$ cat src/rtl/list_prefetch_buffer_if.sv
// list_prefetch_buffer_if
//   Bundles the upstream fetch handshake, the downstream request/response
//   handshake and the status outputs of list_prefetch_buffer.
//   slave  : the buffer itself (drives up_req, ack, value, value_valid,
//            level, eol_seen; samples up_ack, up_value, up_value_valid, req)
//   master : the environment around it (producer + consumer side)
interface list_prefetch_buffer_if #(
    parameter int DATA_WIDTH = 8,
    parameter int DEPTH      = 4
);
    localparam int LVL_W = $clog2(DEPTH + 1);

    // upstream list
    logic                  up_req;
    logic                  up_ack;
    logic [DATA_WIDTH-1:0] up_value;
    logic                  up_value_valid;
    // downstream consumer
    logic                  req;
    logic                  ack;
    logic [DATA_WIDTH-1:0] value;
    logic                  value_valid;
    // status
    logic [LVL_W-1:0]      level;
    logic                  eol_seen;

    modport slave (
        output up_req, ack, value, value_valid, level, eol_seen,
        input  up_ack, up_value, up_value_valid, req
    );

    modport master (
        input  up_req, ack, value, value_valid, level, eol_seen,
        output up_ack, up_value, up_value_valid, req
    );
endinterface

$ cat src/rtl/list_prefetch_buffer.sv
// list_prefetch_buffer
//   Buffered list-stream stage. A small fetch FSM pulls elements from the
//   upstream list into a DEPTH-entry FIFO ahead of demand; downstream
//   requests (rising edges of req) are answered from the FIFO head. The
//   end-of-list entry is never popped, so every request after the end
//   returns value_valid=0.
// Ports:
//   clock - single clock, all logic on posedge
//   reset - synchronous, active-high; clears all state
//   bus   - list_prefetch_buffer_if.slave (upstream handshake, downstream
//           handshake, level, eol_seen)
module list_prefetch_buffer #(
    parameter int DATA_WIDTH = 8,
    parameter int DEPTH      = 4
) (
    input  logic                   clock,
    input  logic                   reset,
    list_prefetch_buffer_if.slave  bus
);
    localparam int LVL_W = $clog2(DEPTH + 1);
    localparam int PTR_W = (DEPTH > 1) ? $clog2(DEPTH) : 1;

    typedef enum logic [1:0] {IDLE, WAIT, GAP} fetch_state_e;
    typedef logic [DATA_WIDTH:0] entry_t;   // {valid, value}

    fetch_state_e          state_q, state_d;
    logic                  up_req_q, up_req_d;
    entry_t                mem_q [DEPTH];
    entry_t                mem_d [DEPTH];
    logic [PTR_W-1:0]      rd_ptr_q, rd_ptr_d;
    logic [PTR_W-1:0]      wr_ptr_q, wr_ptr_d;
    logic [LVL_W-1:0]      level_q, level_d;
    logic                  eol_seen_q, eol_seen_d;
    logic                  last_req_q, last_req_d;
    logic                  pending_q, pending_d;
    logic                  ack_q, ack_d;
    logic [DATA_WIDTH-1:0] value_q, value_d;
    logic                  value_valid_q, value_valid_d;

    logic   rise, push, pop, do_resp;
    entry_t head;

    // Pointers wrap at DEPTH, which need not be a power of two.
    function automatic logic [PTR_W-1:0] ptr_inc(input logic [PTR_W-1:0] p);
        return (p == PTR_W'(DEPTH - 1)) ? '0 : p + PTR_W'(1);
    endfunction

    always_comb begin
        head    = mem_q[rd_ptr_q];
        rise    = bus.req & ~last_req_q;
        push    = (state_q == WAIT) & bus.up_ack;
        // A fresh edge is served straight away when data is buffered; a
        // request arriving on an empty FIFO waits in pending.
        do_resp = (pending_q | rise) & (level_q != '0);
        // The end-of-list entry stays at the head forever.
        pop     = do_resp & head[DATA_WIDTH];

        state_d  = state_q;
        up_req_d = up_req_q;
        case (state_q)
            IDLE: begin
                // Checking capacity only at issue is enough: while waiting
                // the level can only go down.
                if (!eol_seen_q && (level_q < LVL_W'(DEPTH))) begin
                    up_req_d = 1'b1;
                    state_d  = WAIT;
                end
            end
            WAIT: begin
                if (bus.up_ack) begin
                    up_req_d = 1'b0;
                    state_d  = GAP;
                end
            end
            GAP: begin
                state_d = IDLE;
            end
            default: begin
                up_req_d = 1'b0;
                state_d  = IDLE;
            end
        endcase

        mem_d      = mem_q;
        wr_ptr_d   = wr_ptr_q;
        eol_seen_d = eol_seen_q;
        if (push) begin
            mem_d[wr_ptr_q] = {bus.up_value_valid, bus.up_value};
            wr_ptr_d        = ptr_inc(wr_ptr_q);
            if (!bus.up_value_valid) begin
                eol_seen_d = 1'b1;
            end
        end
        rd_ptr_d = pop ? ptr_inc(rd_ptr_q) : rd_ptr_q;
        level_d  = level_q + LVL_W'(push) - LVL_W'(pop);

        last_req_d    = bus.req;
        // One flag, not a count: extra edges while pending are absorbed.
        pending_d     = do_resp ? 1'b0 : (pending_q | rise);
        ack_d         = do_resp;
        value_d       = do_resp ? head[DATA_WIDTH-1:0] : value_q;
        value_valid_d = do_resp ? head[DATA_WIDTH]     : value_valid_q;
    end

    always_ff @(posedge clock) begin
        if (reset) begin
            state_q       <= IDLE;
            up_req_q      <= 1'b0;
            for (int i = 0; i < DEPTH; i++) begin
                mem_q[i] <= '0;
            end
            rd_ptr_q      <= '0;
            wr_ptr_q      <= '0;
            level_q       <= '0;
            eol_seen_q    <= 1'b0;
            last_req_q    <= 1'b0;
            pending_q     <= 1'b0;
            ack_q         <= 1'b0;
            value_q       <= '0;
            value_valid_q <= 1'b0;
        end else begin
            state_q       <= state_d;
            up_req_q      <= up_req_d;
            mem_q         <= mem_d;
            rd_ptr_q      <= rd_ptr_d;
            wr_ptr_q      <= wr_ptr_d;
            level_q       <= level_d;
            eol_seen_q    <= eol_seen_d;
            last_req_q    <= last_req_d;
            pending_q     <= pending_d;
            ack_q         <= ack_d;
            value_q       <= value_d;
            value_valid_q <= value_valid_d;
        end
    end

    assign bus.up_req      = up_req_q;
    assign bus.ack         = ack_q;
    assign bus.value       = value_q;
    assign bus.value_valid = value_valid_q;
    assign bus.level       = level_q;
    assign bus.eol_seen    = eol_seen_q;
endmodule

$ cat src/flat_wrapper.sv
// flat-port wrapper written by rule: the top's interface ports become plain ports
module list_prefetch_buffer_flat 
#(
    parameter int DATA_WIDTH = 8,
    parameter int DEPTH      = 4
)
  (clock, reset, bus_up_req, bus_ack, bus_value, bus_value_valid, bus_level, bus_eol_seen, bus_up_ack, bus_up_value, bus_up_value_valid, bus_req);
  list_prefetch_buffer_if #(.DATA_WIDTH(DATA_WIDTH), .DEPTH(DEPTH)) bus_i ();
  input  logic clock;
  input  logic reset;
  output wire logic [$bits(bus_i.up_req)-1:0] bus_up_req;
  output wire logic [$bits(bus_i.ack)-1:0] bus_ack;
  output wire logic [$bits(bus_i.value)-1:0] bus_value;
  output wire logic [$bits(bus_i.value_valid)-1:0] bus_value_valid;
  output wire logic [$bits(bus_i.level)-1:0] bus_level;
  output wire logic [$bits(bus_i.eol_seen)-1:0] bus_eol_seen;
  input wire logic [$bits(bus_i.up_ack)-1:0] bus_up_ack;
  input wire logic [$bits(bus_i.up_value)-1:0] bus_up_value;
  input wire logic [$bits(bus_i.up_value_valid)-1:0] bus_up_value_valid;
  input wire logic [$bits(bus_i.req)-1:0] bus_req;
  assign bus_up_req = bus_i.up_req;
  assign bus_ack = bus_i.ack;
  assign bus_value = bus_i.value;
  assign bus_value_valid = bus_i.value_valid;
  assign bus_level = bus_i.level;
  assign bus_eol_seen = bus_i.eol_seen;
  assign bus_i.up_ack = bus_up_ack;
  assign bus_i.up_value = bus_up_value;
  assign bus_i.up_value_valid = bus_up_value_valid;
  assign bus_i.req = bus_req;
  list_prefetch_buffer #(.DATA_WIDTH(DATA_WIDTH), .DEPTH(DEPTH)) u_core (.clock(clock), .reset(reset), .bus(bus_i));
endmodule
$ cat config.mk
export PLATFORM = sky130hd
export DESIGN_NAME = list_prefetch_buffer_flat
export DESIGN_NICKNAME = d
export VERILOG_FILES = /design/src/rtl/list_prefetch_buffer_if.sv /design/src/rtl/list_prefetch_buffer.sv /design/src/flat_wrapper.sv
export SDC_FILE = /design/constraint.sdc
export NUM_CORES = 1
export LEC_CHECK = 0
export CELL_PAD_IN_SITES_DETAIL_PLACEMENT = 1
export CELL_PAD_IN_SITES_GLOBAL_PLACEMENT = 2
export CORE_AREA = 3 3 62 122
export CTS_CLUSTER_DIAMETER = 120
export DETAILED_ROUTE_END_ITERATION = 10
export DIE_AREA = 0 0 65 125
export PLACE_DENSITY = 0.82
export SLEW_MARGIN = 20
export SYNTH_ARGS = -nofsm -noshare
export SYNTH_HDL_FRONTEND = slang
export SYNTH_SLANG_ARGS = --single-unit
$ cat constraint.sdc
create_clock -name clock -period 6.3 [get_ports clock]
set_input_delay 1.26 -clock clock [delete_from_list [all_inputs] [get_ports clock]]
set_output_delay 1.26 -clock clock [all_outputs]
set_load 0.01 [all_outputs]
==> results.toml <==
[floorplanning]
fp.dieW_um = 65
row_count = 42
dieArea_mm2 = 0.00813
initial_utilization_pct = 36.9
io_pins = 28
coreArea_mm2 = 0.00667
die_y_um = 125

[drt]
drc = 0
via_per_inst = 4.98
ant_nets = 0
drtIter0Drc = 82
vias = 1921
wire_per_inst_um = 17.1
first_pass_iters = 6
drt-total-wl_um = 6610

[clock_tree]
clk_latency_ns = 0.33
clkSinkCount = 59
cts_tree = "built"
hold_buffers = 0
clockBufferDepth = 2
clk_pin_slew_ns = 0.05
cts-buffers-inserted = 9
cts-root-buf = "clkbuf_16"
cts_setup_buffers = 0
cts_resized = 0
ctsHtreeMaxLevel = 3

[power_and_ir_drop]
p_sw_mw = 0.227
seqPwrFrac_pct = 41.6
clkPwrFrac_pct = 48.9
peakVddDrop_uv = 196
p_int_mw = 0.740
powerDensity_mw_per_mm2 = 317
cellLeakagePower_nw = 1.15
pwr-share-comb_pct = 9.5
swShare_pct = 23.5

[run]
drv_cap = 0

[worst_hold_path]
hold_path.class = "flop to flop"
holdPathStages = 2
hp-start = "u_core.mem_q[10]$_SDFFE_PP0P_"
holdPathEnd = "u_core.mem_q[10]$_SDFFE_PP0P_"

[global_routing]
grt_usage_pct = 18.1
grt_max_degree = 59
overflow = 0
grt_pass1_wl_um = 10600
antenna_found_initial = 0
grt_pass1_vias = 2022

[placement]
dp_hpwl_um = 4300
place.gp.congestion = 0.732
pre_cts_ws_ns = 2.36
io_buffers = 27

[final_layout]
final_common_cell = "nand2_1"
synthToLayoutAreaGrowth_pct = 24.1
final_nets = 314
layout_common_cells = "73 x nand2_1, 59 x dfxtp_1, 40 x a21oi_1"
n_antenna_cell = 0
drive_gt1_share_pct = 9.73
final.fill_count = 781

[worst_setup_path]
endpoint_kind = "flop"
worstSetupStartpointType = "input pin"
rr_startpoint = "u_core.rd_ptr_q[0]$_SDFFE_PP0P_"
worstPathMaxFanout = 14
rr_endpoint = "u_core.bus.level[2]$_SDFF_PP0_"
rr_worst_depth = 11
reg2reg_slack_ns = 3.37
crit_arrival_ns = 3.75
required_ns = 6.49
critPathKind = "input pin to flop"

[synthesis]
synth_area_mm2 = 0.00246
synth.distinct_cells = 30
avgSynthCellArea_um2 = 9.15
yosys_warnings = 0
synth_cells = 269
syn-num-nets = 290
ys_seq_area_share_pct = 48.0
ys_ff_latch = 59

[sta]
min_period_over_period_pct = 56.5
finalSetupViolations = 0
tightest_slew_ns = 0.892
period_needed_ns = 3.56
fin_tns_setup_ns = 0
hold_violations = 0
rsz0062_at_grt = "false"
slew-limit-headroom_pct = 40.5
clock_skew_ns = 0.00399
timing.fmax_mhz = 281
fin_ws_ns = 2.74
finalMaxSlewViolations = 0

[outcome]
status = "finished, final reports clean"
[critical path: stages]
cell,delay (ns)
clkdlybuf4s50_1,0.41
and2b_1,0.20
o32ai_4,0.47
nor3b_2,0.15
ha_1,0.31
inv_1,0.05
ha_1,0.12
inv_1,0.05
fa_1,0.37
xor2_1,0.17
xnor2_1,0.13
nor2_1,0.05
[synth_stat cells, drive strengths merged]
cell | instances | area [um2]
mux2 | 1 | 11.3
o211a | 1 | 10.0
nor3 | 5 | 25.0
o32a | 1 | 10.0
dfxtp | 59 | 1180
o21a | 1 | 7.51
and2 | 6 | 37.5
nand4bb | 1 | 11.3
fa | 1 | 20.0
o32ai | 1 | 27.5
clkbuf | 6 | 22.5
o21ai | 1 | 5.00
a211oi | 1 | 7.51
and3b | 1 | 8.76
xor2 | 1 | 8.76
nand2 | 77 | 299
nor2b | 4 | 25.0
nor3b | 1 | 12.5
a21oi | 40 | 200
inv | 9 | 33.8
nor2 | 16 | 60.1
buf | 8 | 55.1
and2b | 1 | 7.51
ha | 7 | 87.6
mux4 | 8 | 180
xnor2 | 2 | 17.5
mux2i | 9 | 90.1
[metrics by stage]
| stage | cells | power (mW) | cell area [um2] | hold WS [ns] | util (%) |
|---|---|---|---|---|---|
| 2_1_floorplan | 269 | 0.467 | 2460 | 0.432 | - |
| 5_1_grt | 386 | 1.01 | 3060 | 0.475 | 45.8 |
| 3_5_place_dp | 370 | 0.502 | 2760 | 0.446 | 41.4 |
| 3_3_place_gp | 370 | 0.499 | 2760 | 0.438 | 41.4 |
| 6_report | 386 | 0.967 | 3060 | 0.451 | 45.8 |
| 4_1_cts | 386 | 0.979 | 3050 | 0.453 | 45.7 |
[cell type report]
cell class                 count  area, um2  share of cell area (%)
tap                           88        110                    3.60
sequential                    59       1180                    38.7
multi-input combinational    187       1170                    38.3
timing repair buffer          27        268                    8.76
clock buffer                  15        288                    9.42
clock inverter                 1       5.00                   0.164
inverter                       9       33.8                    1.11
[per-layer routing]
metal / part of all wire [%] / global-route usage, % / up-vias
met4: 2.9 / 9.98 / 0
met2: 55 / 31.3 / 36
li1: - / - / 941
met3: 3.5 / 5.21 / 11
met1: 39 / 19.1 / 933
met5: 0 / 0 / -
[registers in the layout, indices dropped and copies added, names as in the netlist]
name,cells
u_core.mem_q,36
u_core.bus.value,8
u_core.bus.level,3
u_core.rd_ptr_q,2
u_core.state_q,2
u_core.wr_ptr_q,2
u_core.bus.ack,1
u_core.bus.eol_seen,1
u_core.bus.up_req,1
u_core.bus.value_valid,1
u_core.last_req_q,1
u_core.pending_q,1
[worst max path at each step]
stage	start	to	slack (ns)	cells past startpoint
5_1_grt	bus_req	u_core.bus.level[2]$_SDFF_PP0_	2.58	12
3_3_place_gp	bus_req	u_core.bus.level[2]$_SDFF_PP0_	2.39	12
2_1_floorplan	bus_req	u_core.bus.level[2]$_SDFF_PP0_	3.25	11
4_1_cts	bus_req	u_core.bus.level[2]$_SDFF_PP0_	2.70	12
6_report	bus_req	u_core.bus.level[2]$_SDFF_PP0_	2.74	12
3_5_place_dp	bus_req	u_core.bus.level[2]$_SDFF_PP0_	2.36	12
[power groups by stage]
stage | Sequential (mW) | Combinational (mW) | Clock [mW]
detailed placement | 0.410 | 0.0926 | 0
CTS | 0.402 | 0.0935 | 0.483
floorplan | 0.408 | 0.0593 | 0
global route | 0.404 | 0.101 | 0.503
finish | 0.402 | 0.0919 | 0.473
global placement | 0.408 | 0.0905 | 0
[cells by family (layout without fill, tap and decap cells)]
logic type               count (synthesis)  after routing  share of synthesized area, %
multiplexers                            18             18                          11.4
adder cells (fa/ha/maj)                  8              8                          4.37
AO/OA/AOI/OAI                           46             46                          10.9
flip-flops                              59             59                          48.0
buffers and inverters                   23             52                          4.52
AND/OR/NAND/NOR                        112            112                          19.8
XOR/XNOR                                 3              3                          1.07
Note: power is estimated with default switching activity, not from simulation.
